## config.mk

```make
export PLATFORM = sky130hd
export DESIGN_NAME = pipe_stage_skid
export DESIGN_NICKNAME = d
export VERILOG_FILES = /design/src/rtl/pipe_stage_skid.sv
export SDC_FILE = /design/constraint.sdc
export NUM_CORES = 1
export LEC_CHECK = 0
export ABC_AREA = 1
export CAP_MARGIN = 20
export CORE_MARGIN = 2
export CORE_UTILIZATION = 50
export CTS_CLUSTER_DIAMETER = 200
export DETAILED_ROUTE_END_ITERATION = 16
export PLACE_DENSITY = 0.91
export SLEW_MARGIN = 20
export SYNTH_ARGS = -nofsm -noshare
export SYNTH_HDL_FRONTEND = slang
export SYNTH_SLANG_ARGS = --single-unit
```

## constraint.sdc

```tcl
create_clock -name clk -period 1.99 [get_ports clk]
set_input_delay 0.398 -clock clk [delete_from_list [all_inputs] [get_ports clk]]
set_output_delay 0.398 -clock clk [all_outputs]
set_load 0.01 [all_outputs]
```

## src/rtl/pipe_stage_skid.sv

```systemverilog
// Two-entry skid pipeline stage (main=head, skid). An entry accepted into an empty stage appears on out_* one cycle later.
// Backpressure: in_ready is decoded from registered state only, and is low only when both entries are full.
module pipe_stage_skid #(
    parameter int                 INSTR_W      = 32,
    parameter int                 PC_W         = 32,
    parameter logic [INSTR_W-1:0] BUBBLE_INSTR = INSTR_W'(32'hFC00_0000),
    parameter int                 CNT_W        = 16
) (
    input  logic               clk,
    input  logic               reset,
    input  logic               in_valid,
    output logic               in_ready,
    input  logic [INSTR_W-1:0] in_instr,
    input  logic [PC_W-1:0]    in_pcplus4,
    input  logic               flush,
    output logic               out_valid,
    input  logic               out_ready,
    output logic [INSTR_W-1:0] out_instr,
    output logic [PC_W-1:0]    out_pcplus4,
    output logic [1:0]         occupancy,
    output logic [CNT_W-1:0]   flush_cnt
);

    typedef enum logic [1:0] {
        EMPTY = 2'd0,
        ONE   = 2'd1,
        TWO   = 2'd2
    } state_t;

    typedef struct packed {
        logic [INSTR_W-1:0] instr;
        logic [PC_W-1:0]    pcplus4;
    } entry_t;

    state_t           state_q;
    entry_t           main_q;
    entry_t           skid_q;
    entry_t           in_ent;
    logic [CNT_W-1:0] flush_cnt_q;
    logic             accept;
    logic             drain;

    assign in_ent = {in_instr, in_pcplus4};
    assign accept = in_valid & in_ready;
    assign drain  = out_valid & out_ready;

    always_ff @(posedge clk) begin
        if (!reset) begin
            state_q     <= EMPTY;
            main_q      <= '0;
            skid_q      <= '0;
            flush_cnt_q <= '0;
        end else begin
            if (flush && (flush_cnt_q != {CNT_W{1'b1}})) begin
                flush_cnt_q <= flush_cnt_q + CNT_W'(1);
            end
            // Flush only retires the state; stored data stays put since nothing reads it while EMPTY.
            if (flush) begin
                state_q <= EMPTY;
            end else begin
                case (state_q)
                    EMPTY: begin
                        if (accept) begin
                            state_q <= ONE;
                            main_q  <= in_ent;
                        end
                    end
                    ONE: begin
                        if (accept && !drain) begin
                            state_q <= TWO;
                            skid_q  <= in_ent;
                        end else if (accept && drain) begin
                            main_q <= in_ent;
                        end else if (drain) begin
                            state_q <= EMPTY;
                        end
                    end
                    TWO: begin
                        if (drain) begin
                            state_q <= ONE;
                            main_q  <= skid_q;
                        end
                    end
                    default: state_q <= EMPTY;
                endcase
            end
        end
    end

    assign in_ready    = (state_q != TWO);
    assign out_valid   = (state_q != EMPTY);
    assign out_instr   = out_valid ? main_q.instr : BUBBLE_INSTR;
    assign out_pcplus4 = out_valid ? main_q.pcplus4 : '0;
    assign occupancy   = state_q;
    assign flush_cnt   = flush_cnt_q;

endmodule
```

==> flow_summary.json, run 1 <==
{
  "clkPwrFrac_pct": 45.7,
  "hold_buffers": 0,
  "leakagePower_nw": 3.606,
  "dpl_cell_area_um2": 8233,
  "required_ps": 1590,
  "place_hpwl_mm": 10.62,
  "viasPerCell": 5.087,
  "status": "finished, violations left",
  "cts_buffer_depth": 2,
  "slew_violations": 0,
  "cts_buffers": 17,
  "yosys_warnings": 0,
  "switching_share_pct": 23.04,
  "io_buffer_count": 152,
  "yosys-top-cells-area": "dfxtp_1 45%, o21ai_0 14%, a21oi_1 11%, inv_1 8.3%, nand2_1 7.4%",
  "post-route-drc-count": 0,
  "seq_area_um2": 2930,
  "synth_top_area_cell": "dfxtp_1",
  "clock_latency_ps": 420,
  "syn_nets": 1006,
  "routabilityCongestion": 0.8691,
  "pwr-share-seq_pct": 43.9,
  "worstPathMaxFanout": 7,
  "synth.top_cell.area_share_pct": 45.14,
  "seq_area_frac_synth_pct": 45.14,
  "wl_per_cell_um": 13.10,
  "final_cell_count_no_fill": 1265,
  "synth-edff-count": 0,
  "synth.distinct_cells": 24,
  "crit_arrival_ps": 1770,
  "rows": 41,
  "synthArstFlopShare_pct": 0,
  "fmax_mhz": 461.6,
  "grt_pass1_wl_mm": 26.98,
  "rsz0062_at_grt": "yes",
  "fin_area_um2": 8891,
  "clk_pin_slew_worst_paths_ps": 60,
  "final_nets": 1151,
  "utilization_pct": 70.45,
  "cp-start-kind": "flop",
  "relSlewSlack_pct": 72.29,
  "finalSetupViolations": 37,
  "antenna_found_initial": 0,
  "die-area_um2": 13880,
  "core-area_um2": 12620,
  "rr_startpoint": "flush_cnt[0]$_SDFFE_PN0P_",
  "worst_ir_drop_vdd_mv": 0.6117,
  "end_kind": "output port",
  "area_delta_synth_final_pct": 37.31,
  "cts-root-buf": "clkbuf_16",
  "cp-startpoint": "occupancy[1]$_SDFFE_PP0P_",
  "final_layout_size_suffix_gt1_share_pct": 8.600,
  "critPathKind": "flop to output port",
  "whs_ps": 383.7,
  "ys_ff_latch": 146,
  "drtIter0Drc": 556,
  "fillers": 1016,
  "violations": "setup timing",
  "switchingPower_w": 0.001613,
  "num_vias": 6435,
  "drt_first_pass_iters": 5,
  "grt_usage_pct": 23.55,
  "netlist_instances": 936,
  "finalHoldViolations": 0,
  "die_y_um": 117.8,
  "grt_pass1_vias": 5724,
  "period_minus_slack_ps": 2166,
  "initial_core_util_pct": 51.31,
  "power.total_w": 0.006999,
  "postRouteAntennaNets": 0,
  "yosys.cell_count.top_type": "o21ai_0",
  "fin_crit_sh_pct": 108.9,
  "syn_avg_cell_area_um2": 6.918,
  "drv_cap": 0,
  "worst_pin_slew_ps": 415.7,
  "antenna_cells": 0,
  "clock_skew_ps": 5.851,
  "dp.cells": 1222,
  "intPower_w": 0.005387,
  "cellPowerDensity_nw_per_um2": 787.2,
  "synthFlopType": "dfxtp_1",
  "syn_area_um2": 6475,
  "netlist_top_cells_count": "178 x o21ai_0, 146 x dfxtp_1, 144 x inv_1, 143 x a21oi_1, 127 x nand2_1",
  "finalWorstSetupSlack_ps": -176.2,
  "power_frac_comb_pct": 10.4,
  "min_path_type": "input port to flop",
  "grt.overflow.total": 0,
  "htree_levels": 4,
  "routed_wl_mm": 16.57,
  "hold_start": "reset",
  "die_w_um": 117.8,
  "cts_tree": "yes",
  "grt_max_degree": 69,
  "multiInputGateArea_um2": 2755,
  "cts.sinks": 146,
  "ios": 153
}
## power by group through the flow
stage | registers [W] | clock network (W) | logic [W]
2_1_floorplan | 0.00313 | 0 | 0.000370
3_3_place_gp | 0.00313 | 0 | 0.000685
3_5_place_dp | 0.00313 | 0 | 0.000704
4_1_cts | 0.00307 | 0.00323 | 0.000719
5_1_grt | 0.00308 | 0.00337 | 0.000815
6_report | 0.00307 | 0.00320 | 0.000730
## placed cells by master, fill, tap and decap left out, drive strengths merged, types with 13 or more instances in the layout
master,netlist,routed
o21ai,195,195
dfxtp,146,146
inv,145,145
a21oi,143,143
nand2,128,128
clkdlybuf4s50,0,109
nor2,86,87
buf,34,48
clkbuf,31,26
dlygate4sd2,0,17
nand3,13,13
## final cells by class
class / instances / share of cell area (%)
Tap cell: 172 / 2.420
Timing Repair Buffer: 190 / 20.77
Multi-Input combinational cell: 581 / 30.99
Clock inverter: 8 / 1.140
Sequential cell: 146 / 32.96
Inverter: 145 / 6.122
Clock buffer: 23 / 5.601
## critical path, cell delays in order (launching register included)
cell             delay [ps]
dfxtp_4                 360
nor2_4                  170
inv_1                   180
nand2_1                 100
clkdlybuf4s50_1         540
## through the flow
stage | setup slack [ps] | setup TNS (ps)
finish | -176.2 | -4316
global route | -268.9 | -7371
CTS | -234.5 | -5080
detailed placement | -299.4 | -6196
global placement | -293.6 | -5457
floorplan | 395.8 | 0
## flip-flops by register name, indices dropped and copies added (netlist names)
| register | cells |
|---|---|
| occupancy | 2 |
| skid_q | 64 |
| flush_cnt | 16 |
| main_q | 64 |
## routing by layer
layer | wire, µm | global-route usage [%]
met1 | 7474 | 30.92
met2 | 7823 | 37.75
met3 | 1051 | 6.250
met4 | 223 | 7.605
met5 | 0 | 0
## kinds of logic after synthesis
family,Yosys count,synth area share (%)
compound gates,340,26.61
simple gates,232,14.11
buf+inv,210,13.00
flops,146,45.14
xor+xnor,7,0.9469
fa+ha+maj,1,0.1932
## worst paths after layout
kind / endpoint / slack, ps / cells past startpoint
worst max-delay path: out_instr[31] / -180 / 4
worst min-delay path: flush_cnt[0]$_SDFFE_PN0P_ / 380 / 3
worst max register to register: flush_cnt[15]$_SDFFE_PN0P_ / 250 / 9
worst min register to register: skid_q[54]$_SDFFE_PN0P_ / 440 / 2
## timing repair
action,4_1_cts,5_1_grt
setup buffers,7,5
resized for setup,78,20
cloned,1,0
endpoints found under the setup margin,66,48
pin swaps,3,0
Note: power is estimated with default switching activity, not from simulation.
==> run 2, diff against run 1 <==
--- a/config.mk
+++ b/config.mk
@@ -11,6 +11,7 @@
 export CORE_UTILIZATION = 50
 export CTS_CLUSTER_DIAMETER = 200
 export DETAILED_ROUTE_END_ITERATION = 16
+export GPL_ROUTABILITY_DRIVEN = 0
 export PLACE_DENSITY = 0.91
 export SLEW_MARGIN = 20
 export SYNTH_ARGS = -nofsm -noshare
==> flow_summary.json, run 2 (synthesis results as in run 1) <==
{
  "crit_chain": "nor2_4 -> buf_12 -> buf_8 -> buf_16 -> nor2_2 -> buf_2",
  "post-route-drc-count": 0,
  "layout_common_cells": "178 x o21ai_0, 144 x dfxtp_1, 143 x inv_1, 143 x a21oi_1, 122 x nand2_1",
  "crit_arrival_ps": 1600,
  "switchingPower_w": 0.001657,
  "drtIter0Drc": 536,
  "grt_pass1_wl_mm": 27.97,
  "grt.overflow.total": 0,
  "leakagePower_nw": 3.625,
  "ios": 153,
  "htree_levels": 4,
  "fillers": 1007,
  "rsz0062_at_grt": "yes",
  "grt_pass1_vias": 5779,
  "pwr-share-seq_pct": 42.0,
  "die_y_um": 117.8,
  "cts_buffer_depth": 2,
  "relSlewSlack_pct": 65.38,
  "end_kind": "output port",
  "worst_pin_slew_ps": 519.3,
  "worst_ir_drop_vdd_mv": 0.5523,
  "layout_commonest_cell": "o21ai_0",
  "clk_pin_slew_worst_paths_ps": 60,
  "place_ws_ps": -427.5,
  "rows": 41,
  "worstPathMaxFanout": 7,
  "fin_crit_sh_pct": 100.3,
  "critical-path-max-stage-delay_ps": 360,
  "grt_max_degree": 59,
  "drv_cap": 0,
  "finalSetupViolations": 2,
  "cp_top_family": "buffers and inverters",
  "whs_ps": 443.3,
  "antenna_found_initial": 0,
  "die-area_um2": 13880,
  "fmax_mhz": 501.1,
  "crit_buf_inv": 4,
  "io_buffer_count": 152,
  "intPower_w": 0.005653,
  "seq_area_um2": 2930,
  "multiInputGateArea_um2": 2808,
  "dpl_cell_area_um2": 8235,
  "num_vias": 6502,
  "required_ps": 1590,
  "wl_per_cell_um": 13.66,
  "cts-root-buf": "clkbuf_16",
  "cp-start-kind": "flop",
  "final_nets": 1150,
  "drt_first_pass_iters": 5,
  "clkPwrFrac_pct": 47.5,
  "status": "finished, violations left",
  "die_w_um": 117.8,
  "switching_share_pct": 22.67,
  "finalHoldViolations": 0,
  "slew_violations": 0,
  "routed_wl_mm": 17.28,
  "slowest_stage": "dfxtp_4",
  "min_path_type": "flop to flop",
  "cts_tree": "yes",
  "area_delta_synth_final_pct": 37.70,
  "fin_area_um2": 8916,
  "viasPerCell": 5.140,
  "violations": "setup timing",
  "initial_core_util_pct": 51.31,
  "clock_skew_ps": 4.071,
  "critPathKind": "flop to output port",
  "finalWorstSetupSlack_ps": -5.748,
  "grt_usage_pct": 24.74,
  "cellPowerDensity_nw_per_um2": 819.9,
  "final_layout_size_suffix_gt1_share_pct": 12.91,
  "core-area_um2": 12620,
  "period_minus_slack_ps": 1996,
  "place_hpwl_mm": 10.64,
  "cts.sinks": 146,
  "clock_latency_ps": 420,
  "power_frac_comb_pct": 10.5,
  "postRouteAntennaNets": 0,
  "cts_buffers": 17
}
[run 2: changes by cell type in the layout (fill, tap and decap cells not counted), moves of 3 or more]
cell	change
buf_2	+24
clkdlybuf4s50_1	-24
clkdlybuf4s15_1	-9
buf_4	-7
clkbuf_2	+7
buf_6	+6
nor2_1	-6
buf_12	+4
dlymetal6s2s_1	-4
nor2_4	+4
clkinvlp_4	+3
nand2_1	-3
[run 2: layout make-up]
class,count,area share (%)
multi-input cells,581,31.49
flip-flops and latches,146,32.87
clock buffers,23,5.585
repair buffers,189,19.80
diodes,1,0.02807
clock inverters,8,1.670
inverters,145,6.147
well taps,172,2.414
[run 2: timing repair]
item | in CTS | in global routing
setup endpoints to repair | 66 | 53
pin swaps | 2 | 1
hold buffers | 0 | 0
resized for setup | 217 | 38
buffers inserted | 16 | 1
gates cloned | 5 | 0
[run 2: per-stage QoR]
step	total power, W	setup TNS (ps)	instances	utilization (%)
3_3_place_gp	0.003824	-6256	1219	65.26
4_1_cts	0.007339	-697.6	1269	71.37
2_1_floorplan	0.003501	0	936	-
3_5_place_dp	0.003844	-7203	1219	65.26
5_1_grt	0.007564	-712.1	1264	70.63
6_report	0.007310	-7.083	1265	70.65
[run 2: worst paths after layout]
check	from	endpoint	slack (ps)	cells after the start
max	occupancy[0]$_SDFFE_PP0P_	out_pcplus4[16]	-6	6
min	skid_q[2]$_SDFFE_PN0P_	skid_q[2]$_SDFFE_PN0P_	440	2
max reg2reg	occupancy[0]$_SDFFE_PP0P_	main_q[12]$_SDFFE_PN0P_	200	7
min reg2reg	skid_q[2]$_SDFFE_PN0P_	skid_q[2]$_SDFFE_PN0P_	440	2
[run 2: worst min-delay path, stage by stage, from the launching register on]
cell	delay, ps
dfxtp_1	300
inv_1	50
a21oi_1	50
[run 2: power by group through the flow]
stage          combinational (W)  sequential [W]  clock (W)
6_report                0.000766         0.00307    0.00347
5_1_grt                 0.000852         0.00308    0.00363
4_1_cts                 0.000778         0.00307    0.00349
3_5_place_dp            0.000709         0.00314          0
3_3_place_gp            0.000694         0.00313          0
2_1_floorplan           0.000370         0.00313          0
[run 2: per-layer routing]
layer  routed length, µm  part of all wire, %  global-route usage, %
met1                7593                   44                  31.51
met5                   0                    0                      0
met4                 486                  2.8                  10.62
met3                 942                  5.5                  6.153
met2                8257                   48                  39.86
==> run 3, diff against run 2 <==
==> constraint.sdc (replaced) <==
create_clock -name clk -period 1.9 [get_ports clk]
set_input_delay 0.38 -clock clk [delete_from_list [all_inputs] [get_ports clk]]
set_output_delay 0.38 -clock clk [all_outputs]
set_load 0.01 [all_outputs]
==> flow_summary.json, run 3 (synthesis results as in run 1) <==
{
  "grt.overflow.total": 0,
  "place_hpwl_mm": 10.94,
  "crit_top_cell": "buf_6",
  "antenna_found_initial": 0,
  "slowest_stage": "dfxtp_4",
  "min_path_type": "input port to flop",
  "leakagePower_nw": 3.664,
  "finalSetupViolations": 3,
  "dpl_cell_area_um2": 8225,
  "ios": 153,
  "clock_latency_ps": 410,
  "layout_commonest_cell": "o21ai_0",
  "drt_first_pass_iters": 7,
  "grt_max_degree": 83,
  "top_layer_used": "met4",
  "switching_share_pct": 22.19,
  "worst_pin_slew_ps": 444.5,
  "power.total_w": 0.007558,
  "end_kind": "output port",
  "whs_ps": 356.4,
  "die-area_um2": 13880,
  "clk_pin_slew_worst_paths_ps": 60,
  "viasPerCell": 5.126,
  "cts_tree": "yes",
  "rsz0062_at_grt": "yes",
  "rr_startpoint": "occupancy[1]$_SDFFE_PP0P_",
  "htree_levels": 4,
  "drv_cap": 0,
  "finalWorstSetupSlack_ps": -49.14,
  "fmax_mhz": 513.0,
  "post-route-drc-count": 0,
  "fin_area_um2": 8930,
  "rr_endpoint": "main_q[62]$_SDFFE_PN0P_",
  "reg2reg_depth": 8,
  "status": "finished, violations left",
  "area_delta_synth_final_pct": 37.91,
  "intPower_w": 0.005881,
  "wl_met2_mm": 8.526,
  "cellPowerDensity_nw_per_um2": 846.4,
  "critPathKind": "flop to output port",
  "num_vias": 6526,
  "cts-root-buf": "clkbuf_16",
  "antenna_cells": 0,
  "crit_chain": "nor2_4 -> buf_6 -> clkinvlp_4 -> buf_6 -> buf_6 -> nand2_4 -> buf_6",
  "initial_core_util_pct": 51.31,
  "place_ws_ps": -335.5,
  "slew_violations": 0,
  "die_y_um": 117.8,
  "hold-path-cell-count": 3,
  "required_ps": 1520,
  "utilization_pct": 70.76,
  "grt_pass1_vias": 5970,
  "period_minus_slack_ps": 1949,
  "pwr-share-seq_pct": 42.6,
  "die_w_um": 117.8,
  "switchingPower_w": 0.001677,
  "relSlewSlack_pct": 70.36,
  "cts.sinks": 146,
  "rows": 41,
  "hold_start": "reset",
  "violations": "setup timing",
  "finalHoldViolations": 0,
  "met1_length_mm": 7.410,
  "rrSetupSlack_ps": 110,
  "clock_skew_ps": 4.528,
  "routed_wl_mm": 17.26,
  "core-area_um2": 12620,
  "grt_usage_pct": 24.60,
  "crit_arrival_ps": 1570,
  "cts_buffers": 17,
  "worstPathMaxFanout": 4,
  "io_buffer_count": 152,
  "power_frac_comb_pct": 10.6,
  "layout_common_cells": "178 x o21ai_0, 143 x inv_1, 143 x a21oi_1, 143 x dfxtp_1, 123 x nand2_1",
  "wl_met3_mm": 1.015,
  "fin_crit_sh_pct": 102.6,
  "cp-start-kind": "flop",
  "worst_ir_drop_vdd_mv": 0.6018,
  "grt_pass1_wl_mm": 27.98,
  "critical-path-max-stage-delay_ps": 360,
  "drtIter0Drc": 532,
  "wl_per_cell_um": 13.56,
  "final_layout_size_suffix_gt1_share_pct": 13.08,
  "cts_buffer_depth": 2,
  "final_nets": 1159,
  "postRouteAntennaNets": 0,
  "clkPwrFrac_pct": 46.9,
  "whs_endpoint": "flush_cnt[8]$_SDFFE_PN0P_"
}
## run 3: final cells by class
cell class / count / area [µm²]
well taps: 172 / 215.2
multi-input cells: 581 / 2790
clock inverters: 9 / 152.6
fillers: 1049 / 3690
flip-flops and latches: 146 / 2932
clock buffers: 22 / 484.2
inverters: 145 / 548.0
repair buffers: 198 / 1808
## run 3: through the flow
stage | instances | setup TNS [ps]
3_5_place_dp | 1221 | -7230
5_1_grt | 1273 | -768.9
3_3_place_gp | 1221 | -5133
4_1_cts | 1272 | -389.2
2_1_floorplan | 936 | 0
6_report | 1273 | -97.78
## run 3: worst max path at each step
stage,slack [ps],startpoint,cells past startpoint,endpoint
detailed placement,-340,occupancy[0]$_SDFFE_PP0P_,4,out_instr[27]
global placement,-280,occupancy[0]$_SDFFE_PP0P_,4,out_instr[28]
finish,-50,occupancy[0]$_SDFFE_PP0P_,7,out_instr[31]
global route,-100,occupancy[0]$_SDFFE_PP0P_,7,out_instr[31]
floorplan,310,flush_cnt[0]$_SDFFE_PN0P_,9,flush_cnt[11]$_SDFFE_PN0P_
CTS,-90,occupancy[1]$_SDFFE_PP0P_,7,out_instr[29]
## run 3: timing repair
item / CTS / global route
hold buffers: 0 / 0
gates cloned: 3 / 0
endpoints found under the setup margin: 67 / 44
buffers inserted: 17 / 3
resized for setup: 207 / 19
pin swaps: 2 / 1
## run 3: worst max-delay path, delay by kind of cell (launching register included)
kind / cells / cell delay [ps]
flip-flops: 1 / 360
AND/OR/NAND/NOR: 2 / 160
buffers and inverters: 5 / 640
## run 3: power groups by stage
stage,registers (W),clock network (W),logic (W)
5_1_grt,0.00323,0.00374,0.000886
4_1_cts,0.00322,0.00360,0.000784
6_report,0.00322,0.00354,0.000799
3_5_place_dp,0.00328,0,0.000740
2_1_floorplan,0.00328,0,0.000388
3_3_place_gp,0.00328,0,0.000719
## run 3: routing by layer
| metal | GRT usage, % | up-vias |
|---|---|---|
| met3 | 6.153 | 31 |
| li1 | - | 3303 |
| met5 | 0 | - |
| met2 | 41.42 | 212 |
| met1 | 30.91 | 2980 |
| met4 | 7.907 | 0 |
